File: src/rtl/digit_scan_mux.sv
// rtl/digit_scan_mux.sv - time-multiplexed digit scanner with snapshot, masking and leading-zero blanking
module digit_scan_mux #(
  parameter int N_DIGITS = 8,
  parameter int DIGIT_W  = 4,
  parameter int SCAN_DIV = 50000
) (
  input  logic                          clk,
  input  logic                          reset,
  input  logic [N_DIGITS*DIGIT_W-1:0]   din,
  input  logic                          load,
  input  logic [N_DIGITS-1:0]           en,
  input  logic                          lz_en,
  output logic [N_DIGITS-1:0]           digit_sel,
  output logic [DIGIT_W-1:0]            digit_val,
  output logic [$clog2(N_DIGITS)-1:0]   digit_idx,
  output logic                          blank,
  output logic                          frame_done
);

  localparam int IW = $clog2(N_DIGITS);
  localparam int PW = (SCAN_DIV > 1) ? $clog2(SCAN_DIV) : 1;
  localparam logic [PW-1:0]       PRE_LAST = PW'(SCAN_DIV - 1);
  localparam logic [IW-1:0]       IDX_LAST = IW'(N_DIGITS - 1);
  localparam logic [N_DIGITS-1:0] ONE_HOT0 = N_DIGITS'(1);

  if (N_DIGITS < 2 || N_DIGITS > 16) begin : g_bad_n
    $error("digit_scan_mux: N_DIGITS must be 2..16");
  end
  if (SCAN_DIV < 1) begin : g_bad_div
    $error("digit_scan_mux: SCAN_DIV must be >= 1");
  end

  logic [PW-1:0]                 prescaler;
  logic                          tick;
  logic [N_DIGITS*DIGIT_W-1:0]   snap;
  logic [N_DIGITS-1:0]           suppressed;
  logic [N_DIGITS-1:0]           lit;
  logic                          upper_zero;
  logic                          cur_lit;
  logic [DIGIT_W-1:0]            cur_val;

  assign tick = (prescaler == PRE_LAST);

  // Walk from the most significant digit down; a digit is suppressed only
  // while every digit at or above it is zero. Digit 0 always stays lit.
  always_comb begin
    suppressed = '0;
    upper_zero = 1'b1;
    for (int i = N_DIGITS - 1; i >= 0; i--) begin
      upper_zero    = upper_zero & (snap[i*DIGIT_W +: DIGIT_W] == '0);
      suppressed[i] = (i != 0) && lz_en && upper_zero;
    end
  end

  assign lit     = en & ~suppressed;
  assign cur_lit = lit[digit_idx];
  assign cur_val = snap[int'(digit_idx)*DIGIT_W +: DIGIT_W];

  always_ff @(posedge clk) begin
    if (reset) begin
      prescaler  <= '0;
      digit_idx  <= '0;
      snap       <= '0;
      digit_sel  <= '0;
      digit_val  <= '0;
      blank      <= 1'b1;
      frame_done <= 1'b0;
    end else begin
      if (load) begin
        snap <= din;
      end

      if (tick) begin
        prescaler <= '0;
        digit_idx <= (digit_idx == IDX_LAST) ? '0 : digit_idx + 1'b1;
      end else begin
        prescaler <= prescaler + 1'b1;
      end

      frame_done <= tick && (digit_idx == IDX_LAST);

      // Outputs reflect the slot that was current before this edge.
      if (cur_lit) begin
        digit_sel <= ONE_HOT0 << digit_idx;
        digit_val <= cur_val;
        blank     <= 1'b0;
      end else begin
        digit_sel <= '0;
        digit_val <= '0;
        blank     <= 1'b1;
      end
    end
  end

endmodule

File: config.mk
export PLATFORM = sky130hd
export DESIGN_NAME = digit_scan_mux
export DESIGN_NICKNAME = d
export VERILOG_FILES = /design/src/rtl/digit_scan_mux.sv
export SDC_FILE = /design/constraint.sdc
export NUM_CORES = 1
export LEC_CHECK = 0
export CAP_MARGIN = 10
export CORE_MARGIN = 2
export CORE_UTILIZATION = 34
export DETAILED_ROUTE_END_ITERATION = 16
export PLACE_DENSITY = 0.62
export SLEW_MARGIN = 20
export SYNTH_ARGS = -nofsm -noshare
export SYNTH_HDL_FRONTEND = slang
export SYNTH_SLANG_ARGS = --single-unit
File: constraint.sdc
create_clock -name clk -period 2.23 [get_ports clk]
set_input_delay 0.446 -clock clk [delete_from_list [all_inputs] [get_ports clk]]
set_output_delay 0.446 -clock clk [all_outputs]
set_load 0.03 [all_outputs]
======== After elaboration in Yosys (flattened, before gate mapping) ========
Index checks and enable logic that the tools add are counted.
Widths: inputs -> output; s select.
word-level totals
  logic and storage cells ................. 44
  output and inout port bits .............. 17
  bits of input ports ..................... 44
  register bits after elaboration ......... 65
operators by class
  multiplexer cells ....................... 4
  bitwise operators ....................... 9
  order comparisons ....................... 1
  shift-type cells ........................ 2
  eq/ne operators ......................... 2
  $add $sub $neg .......................... 2
  reduce and logical (&&, ||, !) cells .... 17
operators with widths
  cell                   count
  $shiftx 32x6->4        1
  $logic_not 4->1        7
  $add 16x1->16 const B  1
  $eq 16x16->1 const B   1
  $and 8x8->8            1
  $logic_and 1x1->1      8
  $not 8->8              1
  $shl 1x3->8 const A    1
  $and 1x1->1            6
  $lt 3x4->1 const B     1
  $reduce_or 2->1        2
  $add 3x1->3 const B    1
  $bmux 1 s3             1
  $eq 3x3->1 const B     1
  $mux 3                 1
  $mux 1                 2
  $not 1->1              1

======== Longest topological paths before layout ========
Gate-level depths: netlist of the first run.
  depth in word-level cells ............... 14
  depth in mapped cells ................... 6
  depth with buffers taken out ............ 6

======== Least setup slack after synthesis of the first run ========
Ideal clock, no wire load.
  path type ............................... register to register
  start ................................... register snap[16]
  end ..................................... register digit_val[0]
  stages on the path, launching flop included .. 7
  arrival time ............................ 1.815 ns
  period minus slack after synthesis ...... 1.935 ns
  path buffers ............................ 1
  slack ................................... 0.295 ns
  cell sequence ........................... dfxtp_1 or4_4 or4_4 o211ai_2 a32o_2 buf_6 o22ai_1
between the ends
  word-level cells in the longest chain between the ends .. 12
  elaborated cells on any way between the ends .. 16
RTL lines
  item                          line  RTL
  start, declared               35    logic [N_DIGITS*DIGIT_W-1:0] snap;
  start signal, assigned        70    snap <= din;
  $logic_not 4->1               50    upper_zero = upper_zero & (snap[i*DIGIT_W +: DIGIT_W] == '0);
  $and 1x1->1 (4 in a row)      50
  $logic_and 1x1->1             51    suppressed[i] = (i != 0) && lz_en && upper_zero;
  $not 8->8                     55    assign lit = en & ~suppressed;
  $and 8x8->8                   55
  $bmux 1 s3                    56    assign cur_lit = lit[digit_idx];
  $mux 1 (not written as such)  56
  $not 1->1 (no line)           -
  $reduce_or 2->1 (no line)     -
  end signal, assigned          85    digit_val <= cur_val;
  end, declared                 14    output logic [DIGIT_W-1:0] digit_val,
Several ways; a longest one is shown, not always the timed one. The select of a mux whose other input is x is not followed.
A chain may end at the register's enable or synchronous reset.

======== Worst setup path after layout of the first run ========
  start ................................... register digit_idx[1]
  end ..................................... output port digit_idx[1]
RTL lines
  item                    line  RTL
  start, declared         15    output logic [$clog2(N_DIGITS)-1:0] digit_idx,
  start signal, assigned  75    digit_idx <= (digit_idx == IDX_LAST) ? '0 : digit_idx + 1'b1;
No word-level cell between the ends.

==> results.md, run 1 <==
* Status: finished, final reports clean
* CP max stage cell: clkdlybuf4s50_1
* Count leader, synth: dfxtp_1
* Worst Hold Depth at 1
* Die ar. at 8890 um2
* Global-route wire length before repair at 10.3 mm
* Final slew viol count at 0
* Worst setup margin at 0.160 ns
* Post-synthesis cell count at 270
* FF-to-FF End: digit_val[2]
* Initial antenna violation count at 0
* Net Switching at 0.000581 W
* RSZ-0062 raised after global routing: false
* Sw Share at 0.236
* Worst-case clock buffer depth at 2
* Post-CTS setup buffer count at 0
* Hold Slack at 0.468 ns
* WP data required at 1.78 ns
* EDFF count, synth at 0
* Reg2Reg Depth at 5
* Via-to-Cell Ratio at 4.94
* Post-synthesis sequential area ratio at 0.470
* Final hold vios at 0
* Clock sinks at 65
* Worst Path Buf+Inv at 1
* Worst rel slew slack at 0.650
* CP startpoint kind: flop
* VDD IR max at 0.000363 V
* Worst setup path startpoint: digit_idx[1]
* Post-CTS resize count at 0
* Critical Path Fanout Max at 10
* Rows at 32
* Cts hold-fix bufs at 0
* Worst Hold End: prescaler[0]
* Area Growth Syn to Fin at 33.2%
* Port bufs at 60
* Number of distinct library cells after synthesis at 38
* Clock Power Share at 0.398
* Leakage power at 1.51 nW
* Vias in the first global route at 2,067
* Most common flop cell mapped by yosys: dfxtp_1
* Avg Inst Size Synth at 10.3 um2
* CTS Buf Count at 9
* Hold Crit Class: reg -> reg
* GRT Util Overall at 0.153
* Pwr Density at 669 nW/um2
* Drt wl/cell at 14.1 um
* DRT antenna net count at 0
* Int Pwr at 0.00189 W
* Initial core utilization at 0.355
* Initial DRC Count at 148
* Mapped Area at 2770 um2
* Final TNS setup at 0 ns
* CTS tree: yes
* Flop pwr share at 0.502
* Grt total ovfl at 0
* Largest net degree at the start of global routing at 33
* Die Width at 94.3 um
* # H-tree levels at 3
* Final core utilization at 0.473
* Final setup violation count at 0
* Reg2Reg Setup Slack at 0.17 ns
* Synthesis Warnings at 0
* Endpoint class of the critical path: primary output
* Synth area leaders: dfxtp_1 (47%), mux2i_1 (12%), nor2_1 (7.0%)
* Max Clk Rate at 0.483 GHz
* Syn_nets at 320
* CP max stage delay at 0.75 ns
* Most frequent cells after synthesis: dfxtp_1 (65), nor2_1 (52), mux2i_1 (34), and3_1 (12), clkbuf_1 (10)
* Seq cells post-synth at 65
* Die Ht at 94.3 um
* Area leader, netlist: dfxtp_1
* Final Cycle Share at 0.928
* CP delay by family, top: buffers and inverters
* Final WL at 6.21 mm
* Max-cap violations at 0
* Clock Latency Late Sink at 0.35 ns
* Layout Skew at 0.00604 ns
* Yosys top cell area share at 0.470
* Fraction of layout cells with a size suffix above 1 at 0.115
* Pre-antenna DRT Iters at 4
* Dpl ws at 0.106 ns
* Detailed-route via count at 2,178
* Layout Nets at 384
* Fin crit period at 2.07 ns
* Worst slew pin tran at 0.525 ns
* Worst endpoint data arrival time at 1.62 ns
* Async SR Flop Fraction at 0
* Top-level I/O count at 61
* Core ar. at 7810 um2
* Worst r2r src: snap[16]
* # DRC at 0
* Antenna cells at 0
* CTS clk-pin slew, worst paths at 0.07 ns
* Comb power frac at 0.100
* DP HPWL at 4.69 mm
* Worst-path cell chain: clkdlybuf4s50_1
* Gpl congestion at 0.865
* HP Start: prescaler[0]
* WS Path Type: reg -> out
* Root buffer cell: clkbuf_8
sequential cells by signal, indices dropped and copies added (netlist names):
name / flops
digit_idx: 3
snap: 32
frame_done: 1
prescaler: 16
digit_val: 4
blank: 1
digit_sel: 8
metal layers:
metal	up-vias	global-route usage	routed length (um)
li1	1086	-	-
met1	1029	0.213	3100
met2	56	0.217	2680
met3	7	0.0482	334
met4	0	0.0688	98
met5	-	0	0
worst max path at each step:
| stage | end | depth (start not counted) | slack, ns |
|---|---|---|---|
| 3_3_place_gp | digit_val[2] | 5 | 0.20 |
| 2_1_floorplan | digit_val[0] | 6 | 0.29 |
| 4_1_cts | digit_idx[1] | 1 | 0.14 |
| 6_report | digit_idx[1] | 1 | 0.16 |
| 5_1_grt | digit_val[0] | 5 | 0.08 |
| 3_5_place_dp | digit_val[2] | 5 | 0.11 |
cells in the final DEF, fill, tap and decap left out, drive strengths merged:
master / instances
a211o: 1
a21bo: 1
a21oi: 4
a31oi: 1
a32o: 1
a41oi: 1
and3: 13
and4: 2
and4b: 1
buf: 9
bufinv: 1
clkbuf: 10
clkdlybuf4s50: 59
clkinv: 4
clkinvlp: 1
dfxtp: 65
ha: 6
inv: 8
mux2i: 34
mux4: 8
nand2: 6
nand3: 8
nand4: 3
nor2: 52
nor3: 1
nor3b: 2
nor4: 3
nor4b: 6
o211ai: 2
o21ai: 1
o22ai: 4
o311ai: 1
or2: 1
or4: 5
xnor2: 6
xor2: 8
power by group through the flow:
stage	clock network (W)	logic, W	registers, W
2_1_floorplan	0	0.000129	0.00126
3_3_place_gp	0	0.000244	0.00126
3_5_place_dp	0	0.000247	0.00126
4_1_cts	0.00101	0.000248	0.00124
5_1_grt	0.00107	0.000269	0.00124
6_report	0.000982	0.000247	0.00124
kinds of logic (layout without fill, tap and decap cells):
group           count (synthesis)  after routing  synth area share
xor+xnor                       14             14            0.0442
fa+ha+maj                       6              6            0.0271
simple gates                  103            103             0.191
mux                            42             42             0.189
flops                          65             65             0.470
compound gates                 17             17            0.0447
buf+inv                        23             92            0.0343
area by class of cell:
| cell class | count | area, um2 |
|---|---|---|
| clock inverters | 6 | 57.6 |
| multi-input cells | 182 | 1380 |
| fillers | 733 | 4120 |
| repair buffers | 68 | 656 |
| inverters | 8 | 30.0 |
| well taps | 102 | 128 |
| flip-flops and latches | 65 | 1300 |
| clock buffers | 10 | 138 |
stage by stage:
| stage | cell area [um2] | total power (W) | std cells |
|---|---|---|---|
| 4_1_cts | 3680 | 0.00249 | 441 |
| 3_3_place_gp | 3490 | 0.00151 | 425 |
| 6_report | 3690 | 0.00247 | 441 |
| 5_1_grt | 3690 | 0.00258 | 441 |
| 3_5_place_dp | 3490 | 0.00151 | 425 |
| 2_1_floorplan | 2770 | 0.00139 | 270 |
No activity file was read; power rests on OpenSTA's default activity.
==> run 2, diff against run 1 <==
--- a/config.mk
+++ b/config.mk
@@ -6,10 +6,12 @@
 export NUM_CORES = 1
 export LEC_CHECK = 0
 export CAP_MARGIN = 10
+export CELL_PAD_IN_SITES_DETAIL_PLACEMENT = 2
+export CELL_PAD_IN_SITES_GLOBAL_PLACEMENT = 2
 export CORE_MARGIN = 2
-export CORE_UTILIZATION = 34
+export CORE_UTILIZATION = 31
 export DETAILED_ROUTE_END_ITERATION = 16
-export PLACE_DENSITY = 0.62
+export PLACE_DENSITY = 0.83
 export SLEW_MARGIN = 20
 export SYNTH_ARGS = -nofsm -noshare
 export SYNTH_HDL_FRONTEND = slang
==> run 2 against run 1 <==
Compared with the run above:
- cell area rose by 0.37%
- first-iteration DRC count decreased by 61%
- global-route usage is 3.7 points higher
- non-clock buffer count rose by 1
- final cell count is 1.6% higher
- critical path depth is the same
- via count rose by 6.7%
- critical path type unchanged
- critical endpoint is now digit_idx[0]
- largest power group unchanged
==> results.md, run 2 (synthesis gave the netlist of run 1 again) <==
* Max Clk Rate at 0.469 GHz (-3.0%)
* Port bufs at 60 (unchanged)
* Grt peak-use layer: met2
* Worst Path Buf+Inv at 1 (unchanged)
* Hold Crit Class: reg -> reg
* Worst rel slew slack at 0.664 (+0.0134)
* CP delay by family, top: buffers and inverters
* GRT Util Overall at 0.190 (+0.0368)
* Pre-antenna DRT Iters at 4 (unchanged)
* CP startpoint kind: flop
* WS Path Type: reg -> out
* Layout Nets at 385 (+0.26%)
* Top-level I/O count at 61 (unchanged)
* Initial DRC Count at 57 (-61%)
* M1 GR Usage at 0.240 (+0.0272)
* Root buffer cell: clkbuf_8
* Worst-path cell chain: clkdlybuf4s50_1
* Final hold vios at 0 (unchanged)
* Fin crit period at 2.13 ns (+0.0632 ns)
* WP data required at 1.78 ns (about the same)
* Largest net degree at the start of global routing at 26 (-21%)
* Die ar. at 9710 um2 (+9.3%)
* GR Util met2 at 0.325 (+0.109)
* CP max stage delay at 0.75 ns (about the same)
* Clock sinks at 65 (unchanged)
* Core ar. at 8680 um2 (+11%)
* Rows at 34 (+6.3%)
* Pwr Density at 647 nW/um2 (-3.2%)
* Final setup violation count at 0 (unchanged)
* Antenna cells at 0 (unchanged)
* DP HPWL at 6.58 mm (+40%)
* Detailed-route via count at 2,323 (+6.7%)
* Grt total ovfl at 0 (unchanged)
* Max-cap violations at 0 (unchanged)
* Leakage power at 1.51 nW (-0.44%)
* Layout Skew at 0.00854 ns (+0.00250 ns)
* Worst-case clock buffer depth at 2 (unchanged)
* Most frequent cells in the layout: dfxtp_1 (65), clkdlybuf4s50_1 (59), nor2_1 (52), mux2i_1 (34), and3_1 (12)
* Clock Latency Late Sink at 0.35 ns (about the same)
* Final WL at 8.71 mm (+40%)
* Initial core utilization at 0.319 (-0.0356)
* Die Width at 98.6 um (+4.5%)
* # H-tree levels at 3 (unchanged)
* Global-route wire length before repair at 14.1 mm (+36%)
* Initial antenna violation count at 0 (unchanged)
* Endpoint class of the critical path: primary output
* Gpl congestion at 0.831 (-4.0%)
* Final Cycle Share at 0.957 (+0.0283)
* Area Growth Syn to Fin at 33.7%
* Final core utilization at 0.427 (-0.0459)
* Worst endpoint data arrival time at 1.69 ns (+0.07 ns)
* Commonest non-fill, non-tap cell in the layout: dfxtp_1
* Fraction of layout cells with a size suffix above 1 at 0.118 (+0.00260)
* DRT antenna net count at 0 (unchanged)
* Vias in the first global route at 2,533 (+23%)
* Top reg by flops: snap
* Final slew viol count at 0 (unchanged)
* Drt wl/cell at 19.4 um (+38%)
* CP max stage cell: clkdlybuf4s50_1
* Die Ht at 98.6 um (+4.5%)
* Max FFs per register at 32 (unchanged)
* CTS clk-pin slew, worst paths at 0.07 ns (about the same)
* Worst slew pin tran at 0.503 ns (-0.0214 ns)
* Via-to-Cell Ratio at 5.19 (+5.0%)
* RSZ-0062 raised after global routing: false
* CTS Buf Count at 9 (unchanged)
* Status: finished, final reports clean
* # DRC at 0 (unchanged)
* Final TNS setup at 0 ns (unchanged)
* Met3 Use GR at 0.0241 (-0.0240)
* Critical Path Fanout Max at 8 (-2)
* VDD IR max at 0.000317 V (-12%)
* Biggest regs: snap x32, prescaler x16, digit_sel x8
* CTS tree: yes
==> run 2: routing by layer <==
layer,wire length (um),share of wire
met5,0,0
met4,189,0.022
met3,393,0.045
met2,4420,0.51
met1,3710,0.43
==> run 2: final cells by class <==
cell class | instances | area (um2)
Clock inverter | 6 | 35.0
Inverter | 8 | 30.0
Tap cell | 108 | 135
Multi-Input combinational cell | 182 | 1390
Fill cell | 936 | 4970
Clock buffer | 10 | 128
Sequential cell | 65 | 1300
Timing Repair Buffer | 69 | 688
==> run 2: worst paths after layout <==
path,slack (ns),start,cells past startpoint,end
min reg2reg,0.49,prescaler[0],1,prescaler[0]
max,0.1,digit_idx[0],1,digit_idx[0]
min,0.49,prescaler[0],1,prescaler[0]
max reg2reg,0.11,snap[16],5,digit_val[3]
==> run 2: where the power goes <==
part | internal (W) | total (W) | switching, W
registers | 0.00120 | 0.00124 | 0.0000411
clock network | 0.000395 | 0.000884 | 0.000488
logic | 0.000151 | 0.000270 | 0.000118
total | 0.00175 | 0.00240 | 0.000648
==> run 2: through the flow <==
| step | worst slack, ns | hold slack [ns] | total power (W) | cells | area (um2) |
|---|---|---|---|---|---|
| finish | 0.0970 | 0.488 | 0.00240 | 448 | 3700 |
| global route | 0.0186 | 0.530 | 0.00249 | 448 | 3700 |
| CTS | 0.0488 | 0.497 | 0.00241 | 448 | 3690 |
| detailed placement | 0.125 | 0.479 | 0.00154 | 432 | 3530 |
| global placement | 0.213 | 0.443 | 0.00152 | 432 | 3530 |
| floorplan | 0.295 | 0.426 | 0.00139 | 270 | 2770 |
==> run 2: what timing repair did <==
action | 4_1_cts | 5_1_grt
setup buffers | 0 | 0
setup endpoints to repair | 0 | 13
resized for setup | 0 | 3
hold buffers | 0 | 0
